===== config.mk =====
export PLATFORM = sky130hd
export DESIGN_NAME = ps2_kbd_rx
export DESIGN_NICKNAME = d
export VERILOG_FILES = /design/src/rtl/ps2_kbd_rx.sv
export SDC_FILE = /design/constraint.sdc
export NUM_CORES = 1
export LEC_CHECK = 0
export ABC_AREA = 1
export BUFFER_PORTS_ARGS = -buffer_cell sky130_fd_sc_hd__buf_2
export CORE_ASPECT_RATIO = 1.2
export CORE_UTILIZATION = 50
export DETAILED_ROUTE_END_ITERATION = 10
export GPL_ROUTABILITY_DRIVEN = 1
export PLACE_DENSITY = 0.74
export SYNTH_ARGS = -nofsm -noshare
export SYNTH_HDL_FRONTEND = slang
export SYNTH_SLANG_ARGS = --single-unit

===== constraint.sdc =====
create_clock -name clk -period 2.13 [get_ports clk]
set_clock_uncertainty 0.2 [all_clocks]
set_input_delay 0.1065 -clock clk [delete_from_list [all_inputs] [get_ports clk]]
set_output_delay 0.1065 -clock clk [all_outputs]
set_load 0.02 [all_outputs]

===== src/rtl/ps2_kbd_rx.sv =====
// ps2_kbd_rx: PS/2 keyboard receiver and scancode prefix decoder.
// Deserialises device-to-host frames, tracks E0/F0/E1 prefixes and left shift,
// and emits one strobe per make code for the downstream ASCII translator.
//
// Ports:
//   clk       system clock (single domain)
//   reset     asynchronous active-high reset
//   ps2_clk   PS/2 clock line (asynchronous)
//   ps2_dat   PS/2 data line (asynchronous)
//   code      scancode of the last make event
//   e0        last make code was E0-prefixed
//   shift     left shift (0x12 without E0) held
//   strobe    one-cycle pulse, code/e0/shift valid
//   key_down  high from a make until the break of the same {e0,code}
//   err       one-cycle pulse on frame error or timeout
//
// Optional feature: define KBD_PARITY_CHECK_EN to reject frames whose
// data+parity bits have even parity.
module ps2_kbd_rx #(
   parameter int unsigned FILTER_LEN = 4,
   parameter int unsigned TIMEOUT    = 5000
) (
   input  logic       clk,
   input  logic       reset,
   input  logic       ps2_clk,
   input  logic       ps2_dat,
   output logic [7:0] code,
   output logic       e0,
   output logic       shift,
   output logic       strobe,
   output logic       key_down,
   output logic       err
);

   localparam int unsigned FW = $clog2(FILTER_LEN + 1);
   localparam int unsigned TW = $clog2(TIMEOUT + 1);

   typedef enum logic [1:0] {IDLE, DATA, PARITY, STOP} state_t;

   logic [1:0]    clk_sync;
   logic [1:0]    dat_sync;
   logic          filt;
   logic [FW-1:0] fcnt;
   logic          edge_acc;
   logic          fall;

   state_t        state;
   logic [2:0]    bit_cnt;
   logic [7:0]    shreg;
   logic [TW-1:0] tcnt;
   logic          e0_pend;
   logic          brk_pend;
   logic [2:0]    skip;
`ifdef KBD_PARITY_CHECK_EN
   logic          par_bit;
`endif

   // Lines idle high, so the synchronisers reset to 1.
   always_ff @(posedge clk or posedge reset) begin
      if (reset) begin
         clk_sync <= '1;
         dat_sync <= '1;
      end else begin
         clk_sync <= {clk_sync[0], ps2_clk};
         dat_sync <= {dat_sync[0], ps2_dat};
      end
   end

   // A new level is accepted on the FILTER_LEN-th consecutive differing sample.
   always_comb begin
      edge_acc = (clk_sync[1] != filt) && (fcnt == FW'(FILTER_LEN - 1));
      fall     = edge_acc && !clk_sync[1];
   end

   always_ff @(posedge clk or posedge reset) begin
      if (reset) begin
         filt <= 1'b1;
         fcnt <= '0;
      end else if (clk_sync[1] != filt) begin
         if (edge_acc) begin
            filt <= clk_sync[1];
            fcnt <= '0;
         end else begin
            fcnt <= fcnt + FW'(1);
         end
      end else begin
         fcnt <= '0;
      end
   end

   always_ff @(posedge clk or posedge reset) begin
      if (reset) begin
         state    <= IDLE;
         bit_cnt  <= '0;
         shreg    <= '0;
         tcnt     <= '0;
         e0_pend  <= 1'b0;
         brk_pend <= 1'b0;
         skip     <= '0;
         code     <= '0;
         e0       <= 1'b0;
         shift    <= 1'b0;
         strobe   <= 1'b0;
         key_down <= 1'b0;
         err      <= 1'b0;
`ifdef KBD_PARITY_CHECK_EN
         par_bit  <= 1'b0;
`endif
      end else begin
         strobe <= 1'b0;
         err    <= 1'b0;

         // A filtered edge clears the counter, so it beats a same-cycle terminal count.
         if (edge_acc) begin
            tcnt <= '0;
         end else if (state != IDLE) begin
            if (tcnt == TW'(TIMEOUT - 1)) begin
               tcnt     <= '0;
               state    <= IDLE;
               err      <= 1'b1;
               e0_pend  <= 1'b0;
               brk_pend <= 1'b0;
               skip     <= '0;
            end else begin
               tcnt <= tcnt + TW'(1);
            end
         end

         if (fall) begin
            case (state)
               IDLE: begin
                  if (!dat_sync[1]) begin
                     state   <= DATA;
                     bit_cnt <= '0;
                  end
               end
               DATA: begin
                  shreg   <= {dat_sync[1], shreg[7:1]};
                  bit_cnt <= bit_cnt + 3'd1;
                  if (bit_cnt == 3'd7) state <= PARITY;
               end
               PARITY: begin
`ifdef KBD_PARITY_CHECK_EN
                  par_bit <= dat_sync[1];
`endif
                  state   <= STOP;
               end
               STOP: begin
                  state <= IDLE;
                  if (!dat_sync[1]
`ifdef KBD_PARITY_CHECK_EN
                      || !(^{shreg, par_bit})
`endif
                     ) begin
                     err      <= 1'b1;
                     e0_pend  <= 1'b0;
                     brk_pend <= 1'b0;
                     skip     <= '0;
                  end else if (skip != 3'd0) begin
                     skip <= skip - 3'd1;
                  end else if (shreg == 8'hAA || shreg == 8'hFA || shreg == 8'hEE ||
                               shreg == 8'hFE || shreg == 8'h00 || shreg == 8'hFF) begin
                     // controller responses: ignored, prefixes kept
                  end else if (shreg == 8'hE1) begin
                     skip <= 3'd7;
                  end else if (shreg == 8'hE0) begin
                     e0_pend <= 1'b1;
                  end else if (shreg == 8'hF0) begin
                     brk_pend <= 1'b1;
                  end else if (brk_pend) begin
                     if (shreg == 8'h12 && !e0_pend) shift <= 1'b0;
                     if ({e0_pend, shreg} == {e0, code}) key_down <= 1'b0;
                     e0_pend  <= 1'b0;
                     brk_pend <= 1'b0;
                  end else if (shreg == 8'h12) begin
                     // plain 12 is left shift; E0 12 is the fake shift and is dropped
                     if (!e0_pend) shift <= 1'b1;
                     e0_pend <= 1'b0;
                  end else begin
                     code     <= shreg;
                     e0       <= e0_pend;
                     key_down <= 1'b1;
                     strobe   <= 1'b1;
                     e0_pend  <= 1'b0;
                  end
               end
               default: state <= IDLE;
            endcase
         end
      end
   end

endmodule

* Yosys cells after proc, flatten, opt, wreduce, memory -nomap -nowiden
Index checks and enable logic that the tools add are counted.
** Operators by class
- Equality and inequality tests :: 22
- Bitwise operators :: 7
- Add/subtract/negate cells :: 4
- Reduce and logical (&&, ||, !) cells :: 23
- Muxes and demuxes :: 69
** Operator list (number)
- 8-bit equality test (second input constant) :: 8
- 1-bit two-way mux :: 46
- 13-bit two-way mux :: 3
- 3-bit two-way mux :: 12
- 10-bit AND reduction :: 2
- 13-bit by 1-bit adder with 13-bit output (second input constant) :: 1
- 13-bit equality test (second input constant) :: 1
- 2-bit two-way mux :: 6
- 11-bit AND reduction :: 1
- 9-bit equality test :: 1
- 8-bit by 5-bit equality test with 1-bit output (second input constant) :: 1
- 8-bit zero test :: 1
- 2-bit one-hot mux with 4 select lines :: 1
- 2-bit nonzero test :: 4
- 1-bit inverter :: 7
- 3-bit by 1-bit adder with 3-bit output (second input constant) :: 2
- 2-bit by 1-bit != test with 1-bit output (second input constant) :: 3
- 3-bit one-hot mux with 2 select lines :: 1
- 1-bit logical OR :: 5
- 2-bit equality test (second input constant) :: 2
- 2-bit != test (second input constant) :: 2
- 2-bit AND reduction :: 2
- 3-bit by 2-bit equality test with 1-bit output (second input constant) :: 1
- 3-bit equality test (second input constant) :: 1
- other kinds (8) :: 11
** Word-level totals
- Bits of input ports :: 4
- Word-level logic and storage cells :: 142
- Bits in registers :: 52
- Output and inout port bits :: 13

* Depth between registers and ports, before layout
- Word-level depth :: 13
- Depth in mapped cells :: 12
- Mapped depth without buffers :: 11

* Worst setup path after synthesis
No wires, ideal clock.
- Path type :: flip-flop to flip-flop
- From :: register fcnt[0]
- To :: register code[3]
- Path buffers :: 0
- Arrival :: 1.425 ns
- Data required time :: 1.865 ns
- Slack :: 0.440 ns
- Library setup time :: 0.065 ns
- Period minus slack after synthesis :: 1.690 ns
- Stages on the path, launching flop included :: 12
- Path through :: dfrtp_1 -> ha_1 -> inv_2 -> nor2_4 -> nand3_4 -> nor2_8 -> nand2_4 -> nor2_8 -> inv_4 -> nor2_8 -> nand2_1 -> nand2_1
** On the way
- Longest elaborated chain between the ends :: 4
** RTL lines
- start, declared :: line 43 : logic [FW-1:0] fcnt;
- start signal, assigned :: line 84 : fcnt <= fcnt + FW'(1);
- 3-bit by 2-bit equality test with 1-bit output :: line 71 : edge_acc = (clk_sync[1] != filt) && (fcnt == FW'(FILTER_LEN - 1));
- 1-bit logical AND :: line 71
- 1-bit logical AND :: line 72 : fall = edge_acc && !clk_sync[1];
- 10-bit AND reduction (no line)
- end signal, assigned :: line 180 : code <= shreg;
- end, declared :: line 27 : output logic [7:0] code,
Every way passes these cells.
A chain may end at the register's enable or synchronous reset.

* Final worst setup path
- From :: register filt
- To :: register tcnt[12]
** On the way
- Longest elaborated chain between the ends :: 3
- Elaborated cells between the ends (all ways) :: 4
- Those cells by class :: eq/ne: 1; mux: 1; reduce/logical: 2
** RTL lines
- start, declared :: line 42 : logic filt;
- start signal, assigned :: line 81 : filt <= clk_sync[1];
- 1-bit != test (*) :: line 71
- 1-bit logical AND (*) :: line 71
- 13-bit two-way mux / 2-bit nonzero test (equally long branches)
- end signal, assigned :: line 125 : tcnt <= tcnt + TW'(1);
- end, declared :: line 50 : logic [TW-1:0] tcnt;
Mark *: on every way between the ends. The rest lies on a longest branch, timed or not.

==> impl_metrics.xml <==
<?xml version="1.0" encoding="UTF-8"?>
<metrics>
  <group name="critical_path">
    <metric name="crit_buf_inv" unit="">1</metric>
    <metric name="type_of_the_worst_setup_path" unit="">flip-flop to flip-flop</metric>
    <metric name="worst-r2r-cell-count" unit="">9</metric>
    <metric name="critPathMostFrequentCell" unit="">sky130_fd_sc_hd__nand2_1</metric>
    <metric name="crit_path_top_delay_cell" unit="">sky130_fd_sc_hd__dfstp_2</metric>
    <metric name="largest_delay_share_family_worst_path" unit="">simple AND/OR/NAND/NOR gates</metric>
    <metric name="worstReg2RegEnd" unit="">tcnt[12]</metric>
    <metric name="internal_reg_to_reg_setup_slack" unit="ns">0.22</metric>
    <metric name="critical_register_to_register_path_startpoint" unit="">filt</metric>
    <metric name="crit_path_max_incr_delay" unit="ns">0.57</metric>
    <metric name="critical_path.startpoint_type" unit="">flip-flop</metric>
    <metric name="timing.critical_path.to_type" unit="">flip-flop</metric>
    <metric name="path_cells" unit="">inv_1 &gt; nand2_1 &gt; nand3_2 &gt; nand2_2 &gt; nand3_1 &gt; nor2_2 &gt; nand2_1 &gt; o21ai_1 &gt; nor2_1</metric>
    <metric name="timing.critical_path.arrival" unit="ns">1.92</metric>
    <metric name="worst-endpoint-required" unit="ns">2.14</metric>
    <metric name="critPathMaxFanout" unit="">12</metric>
  </group>
  <group name="yosys">
    <metric name="synth.top_cells.by_area" unit="">sky130_fd_sc_hd__dfrtp_1, sky130_fd_sc_hd__nand2_1, sky130_fd_sc_hd__inv_1</metric>
    <metric name="synth_top_cell_area_share" unit="">0.3988</metric>
    <metric name="post_synth.cell_area_avg" unit="sq um">7.928</metric>
    <metric name="synth-compound-area-share" unit="">0.08316</metric>
    <metric name="ys_seq_elements" unit="">52</metric>
    <metric name="synth.lib_cells_used.distinct" unit="">33</metric>
    <metric name="post_synth_xor_area_fraction" unit="">0.01782</metric>
    <metric name="synth_edf_count" unit="">0</metric>
    <metric name="fraction_of_registers_with_async_set_or_reset_after_synthesis" unit="">1.000</metric>
    <metric name="cell_area_after_synthesis" unit="sq um">2949</metric>
    <metric name="yosys.area_share.adder" unit="">0.02546</metric>
    <metric name="post_synthesis_share_of_cell_area_spent_on_and_or_nand_and_nor_gates" unit="">0.3530</metric>
    <metric name="cells_after_synthesis" unit="">372</metric>
    <metric name="syn_nets" unit="">382</metric>
    <metric name="main_combinational_cell_family_by_area_after_synthesis" unit="">simple AND/OR/NAND/NOR gates</metric>
    <metric name="yosysWarningCount" unit="">0</metric>
    <metric name="synth_top_flop_cell" unit="">sky130_fd_sc_hd__dfrtp_1</metric>
    <metric name="synth-seq-area-share" unit="">0.4434</metric>
    <metric name="synth.mux.area_fraction" unit="">0</metric>
    <metric name="area_leader_netlist" unit="">sky130_fd_sc_hd__dfrtp_1</metric>
  </group>
  <group name="power">
    <metric name="total_leakage_power" unit="nW">1.751</metric>
    <metric name="power_report.internal_total" unit="mW">1.617</metric>
    <metric name="p_comb_frac" unit="">0.208</metric>
    <metric name="seqPwrFrac" unit="">0.495</metric>
    <metric name="switching_power_share_of_the_total" unit="">0.3245</metric>
    <metric name="net_switching_power_of_the_design" unit="mW">0.7768</metric>
    <metric name="power.density" unit="nW/um^2">736.1</metric>
    <metric name="irDropWorstVdd" unit="V">0.0004772</metric>
    <metric name="clock_power_frac" unit="">0.296</metric>
  </group>
  <group name="min_path">
    <metric name="hold_depth" unit="">0</metric>
    <metric name="min_delay_worst_endpoint" unit="">clk_sync[1]</metric>
    <metric name="holdCritStartpoint" unit="">clk_sync[0]</metric>
    <metric name="worst_hold_path_type" unit="">flip-flop to flip-flop</metric>
  </group>
  <group name="timing">
    <metric name="clock.fmax" unit="MHz">523.2</metric>
    <metric name="timing.max_slew.rel_slack" unit="">0.5699</metric>
    <metric name="timing_hold_violations_final" unit="">0</metric>
    <metric name="grt_setup_unrepaired" unit="">false</metric>
    <metric name="post-route-min-period" unit="ns">1.911</metric>
    <metric name="period_share" unit="">0.8973</metric>
    <metric name="fin_setup_tns" unit="ns">0</metric>
    <metric name="timing.final.max_slew_violations" unit="">0</metric>
    <metric name="post_route_setup_slack" unit="ns">0.2187</metric>
    <metric name="max_slew.worst_pin.slew" unit="ns">0.6452</metric>
    <metric name="setup_viol_count_final" unit="">0</metric>
  </group>
  <group name="clock_tree">
    <metric name="clkSlewWorstSetupHoldPaths" unit="ns">0.10</metric>
    <metric name="post_cts_resize_count" unit="">0</metric>
    <metric name="clock_tree.root_cell" unit="">sky130_fd_sc_hd__clkbuf_8</metric>
    <metric name="tritoncts" unit="">built</metric>
    <metric name="htree_levels" unit="">2</metric>
    <metric name="worst_skew_pair.late_latency" unit="ns">0.31</metric>
    <metric name="numCtsBuffers" unit="">5</metric>
    <metric name="clkSinkCount" unit="">52</metric>
    <metric name="clock_path_buffers" unit="">2</metric>
  </group>
  <group name="placed_design">
    <metric name="dpl-instance-area" unit="sq um">3107</metric>
    <metric name="detailedPlace.worstSlack" unit="ns">0.2259</metric>
    <metric name="place.port_buffers" unit="">16</metric>
    <metric name="gpl.final_weighted_congestion" unit="">0.8457</metric>
    <metric name="detailed_place_hpwl" unit="um">4185</metric>
  </group>
  <group name="grt">
    <metric name="grt_remaining_overflow" unit="">0</metric>
    <metric name="grt_pass1_wl" unit="um">9804</metric>
    <metric name="groute.usage.overall" unit="">0.1998</metric>
    <metric name="grt_max_degree" unit="">53</metric>
    <metric name="first_global_vias" unit="">2250</metric>
    <metric name="initial_antenna_violation_count" unit="">0</metric>
  </group>
  <group name="finish">
    <metric name="area_growth" unit="%">10.27</metric>
    <metric name="most-common-layout-cells" unit="">sky130_fd_sc_hd__nand2_1, sky130_fd_sc_hd__dfrtp_1, sky130_fd_sc_hd__inv_1, sky130_fd_sc_hd__nor2_1</metric>
    <metric name="antennaDiodeCount" unit="">0</metric>
    <metric name="drive_gt1_frac" unit="">0.1818</metric>
    <metric name="final_common_cell" unit="">sky130_fd_sc_hd__nand2_1</metric>
    <metric name="nFillCells" unit="">523</metric>
    <metric name="nNetsFinal" unit="">405</metric>
    <metric name="footprint_of_the_multi_input_gates" unit="sq um">1414</metric>
    <metric name="seq_area" unit="sq um">1308</metric>
    <metric name="finish.instance_area" unit="sq um">3252</metric>
  </group>
  <group name="die">
    <metric name="initial_utilization" unit="">0.5203</metric>
    <metric name="design.core.area" unit="sq um">5668</metric>
    <metric name="die-area" unit="sq um">6210</metric>
    <metric name="die_w" unit="um">72.11</metric>
    <metric name="floorplan.rows" unit="">30</metric>
    <metric name="ios" unit="">17</metric>
    <metric name="die_height" unit="um">86.13</metric>
  </group>
  <group name="detailed_routing">
    <metric name="detail_route.vias_per_cell" unit="">4.966</metric>
    <metric name="wl_per_cell" unit="um">12.00</metric>
    <metric name="remaining_drc_errors" unit="">0</metric>
    <metric name="drt-pass1-iter-count" unit="">4</metric>
    <metric name="wl" unit="um">5713</metric>
    <metric name="ant_nets" unit="">0</metric>
    <metric name="via_count" unit="">2364</metric>
    <metric name="first_iter_violations" unit="">156</metric>
  </group>
  <group name="status">
    <metric name="status" unit="">finished clean</metric>
  </group>
  <group name="job">
    <metric name="max_cap_violations" unit="">0</metric>
  </group>
</metrics>
worst max path at each step:
stage / from / endpoint / slack, ns / cells after the start
2_1_floorplan: fcnt[0] / code[3] / 0.44 / 11
3_3_place_gp: filt / tcnt[12] / 0.31 / 9
3_5_place_dp: fcnt[0] / tcnt[12] / 0.23 / 10
4_1_cts: fcnt[0] / tcnt[12] / 0.20 / 10
5_1_grt: tcnt[0] / skip[0] / 0.04 / 10
6_report: filt / tcnt[12] / 0.22 / 9
synthesized netlist by cell type (4+ instances only):
| cell type | instances |
|---|---|
| sky130_fd_sc_hd__nor2_1 | 35 |
| sky130_fd_sc_hd__dfstp_2 | 5 |
| sky130_fd_sc_hd__nand2_1 | 106 |
| sky130_fd_sc_hd__nand3_1 | 16 |
| sky130_fd_sc_hd__inv_2 | 9 |
| sky130_fd_sc_hd__ha_1 | 6 |
| sky130_fd_sc_hd__nor2_4 | 4 |
| sky130_fd_sc_hd__nor3_1 | 11 |
| sky130_fd_sc_hd__nand4_1 | 9 |
| sky130_fd_sc_hd__nand2_2 | 7 |
| sky130_fd_sc_hd__nand3_2 | 5 |
| sky130_fd_sc_hd__o21ai_0 | 14 |
| sky130_fd_sc_hd__dfrtp_1 | 47 |
| sky130_fd_sc_hd__nor2_2 | 4 |
| sky130_fd_sc_hd__o21ai_1 | 11 |
| sky130_fd_sc_hd__inv_1 | 40 |
| sky130_fd_sc_hd__a21oi_1 | 14 |
repair_timing:
item / 4_1_cts / 5_1_grt
hold buffers: 3 / 0
endpoints found under the hold margin: 49 / 0
buffers inserted: 0 / 0
flip-flops by register name (all words and copies together), names as in the netlist:
signal / count
fcnt: 3
filt: 1
e0: 1
brk_pend: 1
dat_sync: 2
state: 2
strobe: 1
bit_cnt: 3
skip: 3
err: 1
shreg: 8
clk_sync: 2
key_down: 1
e0_pend: 1
tcnt: 13
code: 8
shift: 1
worst register-to-register path, cell delays in order, from the launching register on:
cell and delay (ns):
sky130_fd_sc_hd__dfstp_2 0.57, sky130_fd_sc_hd__inv_1 0.06, sky130_fd_sc_hd__nand2_1 0.10, sky130_fd_sc_hd__nand3_2 0.13, sky130_fd_sc_hd__nand2_2 0.21, sky130_fd_sc_hd__nand3_1 0.14
sky130_fd_sc_hd__nor2_2 0.14, sky130_fd_sc_hd__nand2_1 0.09, sky130_fd_sc_hd__o21ai_1 0.12, sky130_fd_sc_hd__nor2_1 0.05
metrics by stage:
stage                 util  std cells  power (mW)  hold WS, ns
floorplan                -        372       1.613     -0.08902
global placement    0.5481        465       1.678      0.01311
detailed placement  0.5481        465       1.698      0.01300
CTS                 0.5737        476       2.415       0.1590
global route        0.5737        476       2.537       0.1682
finish              0.5737        476       2.394       0.1574
cell type report:
| type | count | share of cell area |
|---|---|---|
| clock inverter | 3 | 0.01424 |
| multi-input combinational | 265 | 0.4348 |
| clock buffer | 5 | 0.02116 |
| timing repair buffer | 21 | 0.03848 |
| sequential | 52 | 0.4021 |
| inverter | 50 | 0.05848 |
| tap | 80 | 0.03078 |
per-layer routing:
| metal | part of all wire | vias to the layer above | wire, um | global-route usage |
|---|---|---|---|---|
| met4 | 0.010 | 0 | 58 | 0.05704 |
| met3 | 0.027 | 6 | 153 | 0.04113 |
| li1 | - | 1232 | - | - |
| met1 | 0.47 | 1088 | 2703 | 0.2581 |
| met2 | 0.49 | 38 | 2797 | 0.3364 |
| met5 | 0 | - | 0 | 0 |
power groups by stage:
stage	logic (mW)	clock network, mW	registers [mW]
floorplan	0.431	0	1.18
global placement	0.477	0	1.20
detailed placement	0.493	0	1.20
CTS	0.502	0.727	1.19
global route	0.568	0.767	1.20
finish	0.499	0.709	1.19
cell families (layout without fill, tap and decap cells):
kind of cell | after synthesis | count (layout)
xor+xnor | 6 | 6
simple gates | 207 | 207
flops | 52 | 52
buf+inv | 55 | 79
compound gates | 46 | 46
fa+ha+maj | 6 | 6
Power figures use the tool's default switching activity.
